$ cat config.mk
export PLATFORM = sky130hd
export DESIGN_NAME = rtc_bcd_time_loader_flat
export DESIGN_NICKNAME = d
export VERILOG_FILES = /design/src/rtl/rtc_bcd_time_loader_pkg.sv /design/src/rtl/rtc_bcd_time_loader_if.sv /design/src/rtl/bcd2bin_2dig.sv /design/src/rtl/rtc_bcd_time_loader.sv /design/src/flat_wrapper.sv
export SDC_FILE = /design/constraint.sdc
export NUM_CORES = 1
export LEC_CHECK = 0
export CORE_MARGIN = 8
export CORE_UTILIZATION = 60
export DETAILED_ROUTE_END_ITERATION = 12
export DONT_BUFFER_PORTS = 1
export PLACE_DENSITY = 0.83
export SYNTH_ARGS = -nofsm -noshare
export SYNTH_HDL_FRONTEND = slang
export SYNTH_HIERARCHICAL = 1
export SYNTH_SLANG_ARGS = --single-unit
export TNS_END_PERCENT = 5
$ cat constraint.sdc
create_clock -name i_clk -period 4 [get_ports i_clk]
set_input_delay 0.2 -clock i_clk [delete_from_list [all_inputs] [get_ports i_clk]]
set_output_delay 0.2 -clock i_clk [all_outputs]
set_load 0.02 [all_outputs]
$ cat src/rtl/rtc_bcd_time_loader_pkg.sv
// Shared definitions for the RTC BCD time loader: FSM state encoding and the
// range limits used when validating a frame read back from the RTC.
// No ports; imported by the loader top and its interface users.
package rtc_bcd_time_loader_pkg;

  typedef enum logic [2:0] {
    ST_IDLE   = 3'd0,
    ST_CAP_SS = 3'd1,
    ST_CAP_MM = 3'd2,
    ST_CAP_HH = 3'd3,
    ST_CHECK  = 3'd4
  } state_t;

  localparam logic [4:0] MAX_HH      = 5'd23;
  localparam logic [5:0] MAX_MIN_SEC = 6'd59;
  localparam int         HH_12H_BIT  = 6;

  // Largest legal tens digit for minutes/seconds and for hours.
  localparam logic [2:0] MAX_MS_TENS = 3'd5;
  localparam logic [1:0] MAX_HH_TENS = 2'd2;

endpackage

$ cat src/rtl/rtc_bcd_time_loader_if.sv
// Bus between the RTC read sequencer (master) and the BCD time loader (slave).
// Latency/backpressure: none of its own; rd_valid is a push with no ready.
// Signals: start, rd_valid, rd_data[7:0] toward the loader; busy, load_pulse,
//   hh_bin[4:0], mm_bin[5:0], ss_bin[5:0], bcd_err back to the sequencer/counters.
interface rtc_bcd_time_loader_if;

  logic       start;
  logic       rd_valid;
  logic [7:0] rd_data;
  logic       busy;
  logic       load_pulse;
  logic [4:0] hh_bin;
  logic [5:0] mm_bin;
  logic [5:0] ss_bin;
  logic       bcd_err;

  modport master (
    output start, rd_valid, rd_data,
    input  busy, load_pulse, hh_bin, mm_bin, ss_bin, bcd_err
  );

  modport slave (
    input  start, rd_valid, rd_data,
    output busy, load_pulse, hh_bin, mm_bin, ss_bin, bcd_err
  );

endinterface

$ cat src/rtl/bcd2bin_2dig.sv
// Two-digit BCD to binary converter; purely combinational, zero latency,
// no flow control. Ports: i_tens[3:0], i_units[3:0] -> o_bin[6:0], o_digit_ok.
// o_digit_ok only qualifies the units digit; tens limits differ per field and
// are checked by the caller. o_bin wraps for tens > 11, which the caller rejects.
module bcd2bin_2dig (
  input  logic [3:0] i_tens,
  input  logic [3:0] i_units,
  output logic [6:0] o_bin,
  output logic       o_digit_ok
);

  logic [6:0] w_tens;
  logic [6:0] w_units;

  assign w_tens  = {3'b000, i_tens};
  assign w_units = {3'b000, i_units};

  // tens*10 as shift-and-add: 8*tens + 2*tens.
  assign o_bin      = (w_tens << 3) + (w_tens << 1) + w_units;
  assign o_digit_ok = (i_units <= 4'd9);

endmodule

$ cat src/rtl/rtc_bcd_time_loader.sv
// Captures the SS, MM, HH BCD bytes read from the RTC, validates them and
// loads binary time into the counters. Latency: load_pulse/bcd_err appear the
// 2nd clk after the HH byte is accepted. Backpressure: none; bytes are pushed
// with rd_valid, a per-byte timeout aborts a stalled frame with bcd_err.
// Ports: i_clk, i_rst (async, active high), io_bus (slave side of the bus).
module rtc_bcd_time_loader
  import rtc_bcd_time_loader_pkg::*;
#(
  parameter int TIMEOUT_CYC = 255,
  parameter int TO_W        = 8
) (
  input  logic                   i_clk,
  input  logic                   i_rst,
  rtc_bcd_time_loader_if.slave   io_bus
);

  state_t          r_state;
  state_t          w_state_nxt;
  logic [TO_W-1:0] r_to_cnt;
  logic [TO_W-1:0] w_to_nxt;

  logic [7:0] r_ss;
  logic [7:0] r_mm;
  logic [7:0] r_hh;

  logic       r_busy;
  logic       r_load;
  logic       r_err;
  logic [4:0] r_hh_bin;
  logic [5:0] r_mm_bin;
  logic [5:0] r_ss_bin;

  logic w_cap_ss;
  logic w_cap_mm;
  logic w_cap_hh;
  logic w_load;
  logic w_err;
  logic w_to_hit;

  logic [6:0] w_ss_bin;
  logic [6:0] w_mm_bin;
  logic [6:0] w_hh_bin;
  logic       w_ss_dig_ok;
  logic       w_mm_dig_ok;
  logic       w_hh_dig_ok;
  logic       w_ss_ok;
  logic       w_mm_ok;
  logic       w_hh_ok;
  logic       w_frame_ok;

  // Bit 7 of every byte carries RTC control flags that are not part of the time.
  logic [2:0] w_unused;
  assign w_unused = {r_ss[7], r_mm[7], r_hh[7]};

  // ---------------------------------------------------------------- convert
  bcd2bin_2dig u_ss_conv (
    .i_tens     ({1'b0, r_ss[6:4]}),
    .i_units    (r_ss[3:0]),
    .o_bin      (w_ss_bin),
    .o_digit_ok (w_ss_dig_ok)
  );

  bcd2bin_2dig u_mm_conv (
    .i_tens     ({1'b0, r_mm[6:4]}),
    .i_units    (r_mm[3:0]),
    .o_bin      (w_mm_bin),
    .o_digit_ok (w_mm_dig_ok)
  );

  bcd2bin_2dig u_hh_conv (
    .i_tens     ({2'b00, r_hh[5:4]}),
    .i_units    (r_hh[3:0]),
    .o_bin      (w_hh_bin),
    .o_digit_ok (w_hh_dig_ok)
  );

  assign w_ss_ok = w_ss_dig_ok && (r_ss[6:4] <= MAX_MS_TENS)
                && (w_ss_bin <= {1'b0, MAX_MIN_SEC});
  assign w_mm_ok = w_mm_dig_ok && (r_mm[6:4] <= MAX_MS_TENS)
                && (w_mm_bin <= {1'b0, MAX_MIN_SEC});
  // A set 12h-mode bit means the RTC is not in 24h format: reject the frame.
  assign w_hh_ok = w_hh_dig_ok && !r_hh[HH_12H_BIT] && (r_hh[5:4] <= MAX_HH_TENS)
                && (w_hh_bin <= {2'b00, MAX_HH});

  assign w_frame_ok = w_ss_ok && w_mm_ok && w_hh_ok;

  // Terminal count is one below TIMEOUT_CYC because the check runs on the
  // pre-increment value: the error fires on the TIMEOUT_CYC-th idle cycle.
  assign w_to_hit = (r_to_cnt == TO_W'(TIMEOUT_CYC - 1));

  // ---------------------------------------------------------------- FSM
  always_ff @(posedge i_clk or posedge i_rst) begin
    if (i_rst) begin
      r_state  <= ST_IDLE;
      r_to_cnt <= '0;
    end else begin
      r_state  <= w_state_nxt;
      r_to_cnt <= w_to_nxt;
    end
  end

  always_comb begin
    w_state_nxt = r_state;
    w_to_nxt    = r_to_cnt;
    w_cap_ss    = 1'b0;
    w_cap_mm    = 1'b0;
    w_cap_hh    = 1'b0;
    w_load      = 1'b0;
    w_err       = 1'b0;

    case (r_state)
      ST_IDLE: begin
        if (io_bus.start) begin
          w_state_nxt = ST_CAP_SS;
          w_to_nxt    = '0;
        end
      end

      ST_CAP_SS, ST_CAP_MM, ST_CAP_HH: begin
        if (io_bus.rd_valid) begin
          w_to_nxt = '0;
          case (r_state)
            ST_CAP_SS: begin w_cap_ss = 1'b1; w_state_nxt = ST_CAP_MM; end
            ST_CAP_MM: begin w_cap_mm = 1'b1; w_state_nxt = ST_CAP_HH; end
            default:   begin w_cap_hh = 1'b1; w_state_nxt = ST_CHECK;  end
          endcase
        end else if (w_to_hit) begin
          w_err       = 1'b1;
          w_to_nxt    = '0;
          w_state_nxt = ST_IDLE;
        end else begin
          w_to_nxt = r_to_cnt + TO_W'(1);
        end
      end

      ST_CHECK: begin
        w_load      = w_frame_ok;
        w_err       = !w_frame_ok;
        w_state_nxt = ST_IDLE;
      end

      default: w_state_nxt = ST_IDLE;
    endcase
  end

  // ---------------------------------------------------------------- datapath
  always_ff @(posedge i_clk or posedge i_rst) begin
    if (i_rst) begin
      r_ss     <= '0;
      r_mm     <= '0;
      r_hh     <= '0;
      r_busy   <= 1'b0;
      r_load   <= 1'b0;
      r_err    <= 1'b0;
      r_hh_bin <= '0;
      r_mm_bin <= '0;
      r_ss_bin <= '0;
    end else begin
      if (w_cap_ss) r_ss <= io_bus.rd_data;
      if (w_cap_mm) r_mm <= io_bus.rd_data;
      if (w_cap_hh) r_hh <= io_bus.rd_data;

      r_busy <= (w_state_nxt != ST_IDLE);
      r_load <= w_load;
      r_err  <= w_err;

      // Outputs only move on a good frame; a rejected frame leaves the last
      // good time visible.
      if (w_load) begin
        r_hh_bin <= w_hh_bin[4:0];
        r_mm_bin <= w_mm_bin[5:0];
        r_ss_bin <= w_ss_bin[5:0];
      end
    end
  end

  assign io_bus.busy       = r_busy;
  assign io_bus.load_pulse = r_load;
  assign io_bus.bcd_err    = r_err;
  assign io_bus.hh_bin     = r_hh_bin;
  assign io_bus.mm_bin     = r_mm_bin;
  assign io_bus.ss_bin     = r_ss_bin;

endmodule
$ cat src/flat_wrapper.sv
// flat-port wrapper written by rule: the top's interface ports become plain ports
module rtc_bcd_time_loader_flat import rtc_bcd_time_loader_pkg::*;
#(
  parameter int TIMEOUT_CYC = 255,
  parameter int TO_W        = 8
)
  (i_clk, i_rst, io_bus_start, io_bus_rd_valid, io_bus_rd_data, io_bus_busy, io_bus_load_pulse, io_bus_hh_bin, io_bus_mm_bin, io_bus_ss_bin, io_bus_bcd_err);
  rtc_bcd_time_loader_if io_bus_i ();
  input  logic i_clk;
  input  logic i_rst;
  input wire logic [$bits(io_bus_i.start)-1:0] io_bus_start;
  input wire logic [$bits(io_bus_i.rd_valid)-1:0] io_bus_rd_valid;
  input wire logic [$bits(io_bus_i.rd_data)-1:0] io_bus_rd_data;
  output wire logic [$bits(io_bus_i.busy)-1:0] io_bus_busy;
  output wire logic [$bits(io_bus_i.load_pulse)-1:0] io_bus_load_pulse;
  output wire logic [$bits(io_bus_i.hh_bin)-1:0] io_bus_hh_bin;
  output wire logic [$bits(io_bus_i.mm_bin)-1:0] io_bus_mm_bin;
  output wire logic [$bits(io_bus_i.ss_bin)-1:0] io_bus_ss_bin;
  output wire logic [$bits(io_bus_i.bcd_err)-1:0] io_bus_bcd_err;
  assign io_bus_i.start = io_bus_start;
  assign io_bus_i.rd_valid = io_bus_rd_valid;
  assign io_bus_i.rd_data = io_bus_rd_data;
  assign io_bus_busy = io_bus_i.busy;
  assign io_bus_load_pulse = io_bus_i.load_pulse;
  assign io_bus_hh_bin = io_bus_i.hh_bin;
  assign io_bus_mm_bin = io_bus_i.mm_bin;
  assign io_bus_ss_bin = io_bus_i.ss_bin;
  assign io_bus_bcd_err = io_bus_i.bcd_err;
  rtc_bcd_time_loader #(.TIMEOUT_CYC(TIMEOUT_CYC), .TO_W(TO_W)) u_core (.i_clk(i_clk), .i_rst(i_rst), .io_bus(io_bus_i));
endmodule
# Yosys cells after proc, flatten, opt, wreduce, memory -nomap -nowiden
# Index checks and enable logic that the tools add are counted.
# op_classes
add_sub_neg,7
magnitude_cmp,9
eq_ne,6
n_mux,22
n_reduce_logical,17
# ops
cell,count
8-bit two-way mux,3
6-bit by 4-bit adder with 7-bit output,3
8-bit one-hot mux with 2 select lines,1
7-bit by 4-bit adder with 7-bit output,2
7-bit by 6-bit less-or-equal comparator with 1-bit output (second input constant),2
4-bit less-or-equal comparator (second input constant),3
1-bit two-way mux,12
3-bit one-hot mux with 2 select lines,2
1-bit logical AND,9
3-bit two-way mux,3
8-bit by 1-bit adder with 8-bit output (second input constant),1
8-bit == test (second input constant),1
7-bit by 5-bit less-or-equal comparator with 1-bit output (second input constant),1
5-bit by 3-bit adder with 6-bit output,1
3-bit by 2-bit == test with 1-bit output (second input constant),2
3-bit less-or-equal comparator (second input constant),2
3-bit by 1-bit == test with 1-bit output (second input constant),1
3-bit == test (second input constant),1
3-bit zero test,1
3-bit nonzero test,1
3-bit OR reduction,1
2-bit less-or-equal comparator (second input constant),1
1-bit zero test,2
2-bit inequality test (second input constant),1
4 further kinds,4
# word_totals
ff_bits,52
input_bits,12
output_inout_bits,20
word_cells,72

# Logic depth before layout (Yosys ltp)
# logic_depth
depth_word,8
mapped_depth,12
depth_no_buf,11

# Hierarchy
# The synthesis kept the hierarchy.
# by_module_without_submodules
mod,n_inst,cells_each,area_each_um2,seq_area_each_um2
rtc_bcd_time_loader,1,168,2213.4,1301.2
bcd2bin_2dig,3,23,214.0,0.0

# Worst setup path after synthesis
# OpenSTA, ideal clock, no wires.
# synth_timing
path_kind,reg-to-reg
from,register u_core.r_ss[4]
to,"register u_core.r_hh_bin[4], in the netlist u_core/io_bus.hh_bin[4]"
setup_time_ns,0.125
t_arrival_ns,3.222
required_ns,3.875
slack_ns,0.653
path_stages_with_launch,13
path_buffers,1
period_less_slack_ns,3.347
path_cell_list,dfrtp_1 inv_1 fa_1 inv_1 fa_1 a21o_1 a21oi_2 xnor2_1 nor4b_2 nand2_1 nor4_4 buf_6 mux2_2
# synth_between
elab_chain_len,7
elab_cells_between_ends,9
cone_classes,add/sub: 2; order compare: 2; mux: 1; reduce/logical: 4
# synth_lines
item,line,text
"start, declared",rtc_bcd_time_loader.sv:22,logic [7:0] r_ss;
"start signal, assigned",rtc_bcd_time_loader.sv:159,if (w_cap_ss) r_ss <= io_bus.rd_data;
6-bit by 4-bit adder with 7-bit output,bcd2bin_2dig.sv:19,assign o_bin = (w_tens << 3) + (w_tens << 1) + w_units;
7-bit by 4-bit adder with 7-bit output,bcd2bin_2dig.sv:19,
via u_core.w_ss_bin[6],rtc_bcd_time_loader.sv:40,logic [6:0] w_ss_bin;
7-bit by 6-bit less-or-equal comparator with 1-bit output,rtc_bcd_time_loader.sv:78,"&& (w_ss_bin <= {1'b0, MAX_MIN_SEC});"
1-bit logical AND,rtc_bcd_time_loader.sv:78,
1-bit logical AND (2 in a row),rtc_bcd_time_loader.sv:85,assign w_frame_ok = w_ss_ok && w_mm_ok && w_hh_ok;
1-bit two-way mux,rtc_bcd_time_loader.sv:111,case (r_state)
"end signal, assigned",rtc_bcd_time_loader.sv:170,r_hh_bin <= w_hh_bin[4:0];
"end, declared",rtc_bcd_time_loader.sv:29,logic [4:0] r_hh_bin;
# The timed path passes the listed nets, and every way through them passes these cells.
# A chain may end at the register's enable or synchronous reset.

# Worst setup path after layout
# layout_timing
from,register u_core.r_ss[6]
to,"register u_core.r_ss_bin[1], in the netlist u_core/io_bus.ss_bin[1]"
# layout_between
elab_chain_len,7
elab_cells_between_ends,9
cone_classes,add/sub: 2; order compare: 2; mux: 1; reduce/logical: 4
# layout_lines
item,line,text
6-bit by 4-bit adder with 7-bit output,bcd2bin_2dig.sv:19,
7-bit by 4-bit adder with 7-bit output,bcd2bin_2dig.sv:19,
via u_core.w_ss_bin[6],rtc_bcd_time_loader.sv:40,
7-bit by 6-bit less-or-equal comparator with 1-bit output,rtc_bcd_time_loader.sv:78,
1-bit logical AND,rtc_bcd_time_loader.sv:78,
1-bit logical AND (2 in a row),rtc_bcd_time_loader.sv:85,
1-bit two-way mux,rtc_bcd_time_loader.sv:111,
"end signal, assigned",rtc_bcd_time_loader.sv:172,r_ss_bin <= w_ss_bin[5:0];
"end, declared",rtc_bcd_time_loader.sv:31,logic [5:0] r_ss_bin;
# The timed path passes the listed nets, and every way through them passes these cells.

==> results by group <==
Status
  – Status: finished, final reports clean

Route
  – WL/cell: 16.2 um
  – Final wirelength: 4860 um
  – Via Count: 1770
  – Via-to-Cell Ratio: 5.88
  – Residual DRC count: 0
  – DRT iter0 DRCs: 80
  – Drt first pass iters: 4
  – Post-route ant nets: 0

Timing
  – Total negative slack: 0 ps
  – Final Hold Fails: 0
  – Hold slack: 22.9 ps
  – Tcrit/Tclk final: 85.2%
  – F_max: 293 MHz
  – Clock skew: 4.64 ps
  – Slew HR: 29.2%
  – Unrepaired setup endpoints after global routing: no
  – Pins Over Slew Limit: 0
  – Final Critical Period: 3410 ps
  – Final setup fails: 0
  – Worst-Margin Slew: 1060 ps

Die
  – Die height: 85.0 um
  – I/O pin cnt: 32
  – DIE AREA: 7220 um^2
  – Cell Rows: 25
  – Core area: 4660 um^2
  – Starting density of the core: 61.3%
  – Die Wd: 85.0 um

Clocking
  – Worst skew pair latency: 300 ps
  – Clock root buffer: clkbuf_8
  – CTS Sinks: 52
  – # Post-CTS Setup Buffers: 0
  – H-tree depth: 2
  – Resized cells post-CTS: 0
  – Clk slew on worst S/H paths: 90 ps
  – CTS tree: done
  – Number of hold buffers added after cts: 0
  – CTS Buffer Depth: 2
  – Number of CTS-inserted buffers: 5

Cells and area
  – Area added between synthesis and finish: 5.61%
  – Commonest non-fill, non-tap cell in the layout: dfrtp_1
  – FF+latch area: 1300 um^2
  – Post-route non-filler standard cell count: 301
  – Ant diodes: 0
  – Fill cells: 346
  – Most frequent cells in the layout: 52 x dfrtp_1, 38 x mux2_2, 23 x ha_1, 19 x inv_1, 10 x nand2_1
  – Share of cells above drive strength 1: 23.1%
  – NumNets Final: 287
  – Final instance area: 3020 um^2
  – Multi-input logic area: 1460 um^2

Global route
  – Wire length of the first global-routing pass: 8510 um
  – GRT overflow: 0
  – Met2 usage: 23.5%
  – GR Util met3: 4.83%
  – Initial antenna violation count: 0
  – Largest net degree at the start of global routing: 53
  – Total GRT Usage: 14.6%
  – Vias in the first global route: 1818
  – Met1 Use GR: 18.3%
  – Busiest grt layer: met2

Placement
  – PortBufs: 0
  – Detail Placement HPWL: 3710 um
  – GPL Wtd Cong: 0.796
  – Placed cell count: 293
  – Placed Area: 2920 um^2

Power and ir drop
  – Fraction of power consumed by sequential logic: 37.0%
  – Switch share: 40.9%
  – Net Switching: 941 uW
  – Clk network pwr share: 13.4%
  – Int Power: 1.36 mW
  – Leakage power: 1.50 nW
  – PwrDens: 763 nW/um^2
  – Power Total: 2.30 mW
  – Combinational share of power: 49.7%
  – Peak supply drop: 0.000432 V

Yosys
  – Post-synth top flop: dfrtp_1
  – Yosys reg bits: 52
  – EDFF count, synth: 0
  – Mapped cell area: 2860 um^2
  – Synth unique cells: 40
  – Ys Warns: 6
  – Cells after Synth: 237
  – Seq/Total Area, Yosys: 45.6%
  – Mean Syn Cell Area: 12.0 um^2
  – Asr flop ratio synth: 100%

Flow run
  – Number of max-cap violations: 0

Worst setup path
  – CP startpoint kind: flip-flop
  – Worst R2R End: u_core/io_bus.ss_bin[1]
  – Worst reg2reg path depth: 12
  – CP Capture Type: flip-flop
  – Data arrival, critical path: 3600 ps
  – Critical Path RT: 4190 ps
  – Reg-to-reg critical path startpoint: u_core/r_ss[6]
  – Crit-path max FO: 9
  – Kind of critical path: flip-flop to flip-flop
  – Reg2Reg Setup Slack: 590 ps

Hold path
  – Min-Delay Path Class: input pin to asynchronous set/reset pin
-- sequential cells by signal, indices dropped and copies added, names as in the netlist --
name / cells
u_core/io_bus.bcd_err: 1
u_core/r_to_cnt: 8
u_core/r_state: 3
u_core/io_bus.busy: 1
u_core/io_bus.mm_bin: 6
u_core/io_bus.hh_bin: 5
u_core/r_mm: 7
u_core/io_bus.load_pulse: 1
u_core/r_hh: 7
u_core/io_bus.ss_bin: 6
u_core/r_ss: 7
-- critical path, cell delays in order (launching register included) --
cell and delay (ps):
dfrtp_1 420, inv_1 80, fa_1 500, inv_1 70, fa_1 450, a21o_1 210, a21oi_2 150, xnor2_1 100
nor4b_2 270, nand2_1 160, nor4_4 300, buf_4 230, mux2_2 340
-- worst max path at each step --
stage              startpoint                 endpoint  cells past startpoint
6_report       u_core/r_ss[6]  u_core/io_bus.ss_bin[1]                     12
4_1_cts        u_core/r_ss[6]  u_core/io_bus.ss_bin[1]                     12
2_1_floorplan  u_core/r_ss[4]  u_core/io_bus.hh_bin[4]                     12
3_3_place_gp   u_core/r_ss[6]  u_core/io_bus.ss_bin[0]                     12
5_1_grt        u_core/r_ss[6]  u_core/io_bus.mm_bin[0]                     12
3_5_place_dp   u_core/r_ss[6]  u_core/io_bus.mm_bin[1]                     12
-- synthesized netlist by cell type, types with 3 or more instances --
library cell	number	area (um^2)
nor3_1	3	15.0
a21oi_2	3	26.3
nand3_1	5	25.0
mux2_2	38	428
dfrtp_1	52	1300
clkbuf_1	3	11.3
nand4_1	3	18.8
nor2b_1	3	18.8
inv_1	20	75.1
xor2_1	3	26.3
xnor2_1	6	52.6
nor2_1	4	15.0
nand2_1	10	37.5
fa_1	6	120
ha_1	23	288
and3_1	3	18.8
a21o_1	6	45.0
nand2b_1	4	25.0
buf_4	3	22.5
a21oi_1	8	40.0
o21ai_0	7	35.0
-- final cells by class --
type | instances | share of cell area (%)
multi-input cells | 165 | 48.4
flip-flops and latches | 52 | 43.2
clock buffers | 6 | 2.74
inverters | 20 | 2.49
well taps | 54 | 2.24
repair buffers | 2 | 0.498
clock inverters | 2 | 0.456
-- metrics by stage --
step | util, % | setup slack, ps
after global placement | 62.6 | 672
after CTS | 64.7 | 587
after detailed placement | 62.6 | 609
after global routing | 64.7 | 389
after floorplan | - | 653
final | 64.7 | 591
-- layer usage --
layer	up-vias	share of wire (%)
met4	0	0.74
met5	-	0
li1	842	-
met3	4	6.4
met2	33	48
met1	891	45
-- cell families after synthesis --
logic type / after synthesis / synth area share [%]
AO/OA/AOI/OAI: 38 / 9.07
adder cells (fa/ha/maj): 29 / 14.3
other: 1 / 0.131
flip-flops: 52 / 45.6
multiplexers: 38 / 15.0
XOR/XNOR: 9 / 2.76
buffers and inverters: 27 / 4.21
AND/OR/NAND/NOR: 43 / 8.98
-- power groups by stage --
stage	sequential (mW)	combinational [mW]	clock (mW)
final	0.851	1.14	0.307
after global routing	0.880	1.32	0.342
after CTS	0.852	1.14	0.320
after detailed placement	0.862	1.13	0
after global placement	0.856	1.09	0
after floorplan	0.793	0.983	0
Note: power is estimated with default switching activity, not from simulation.
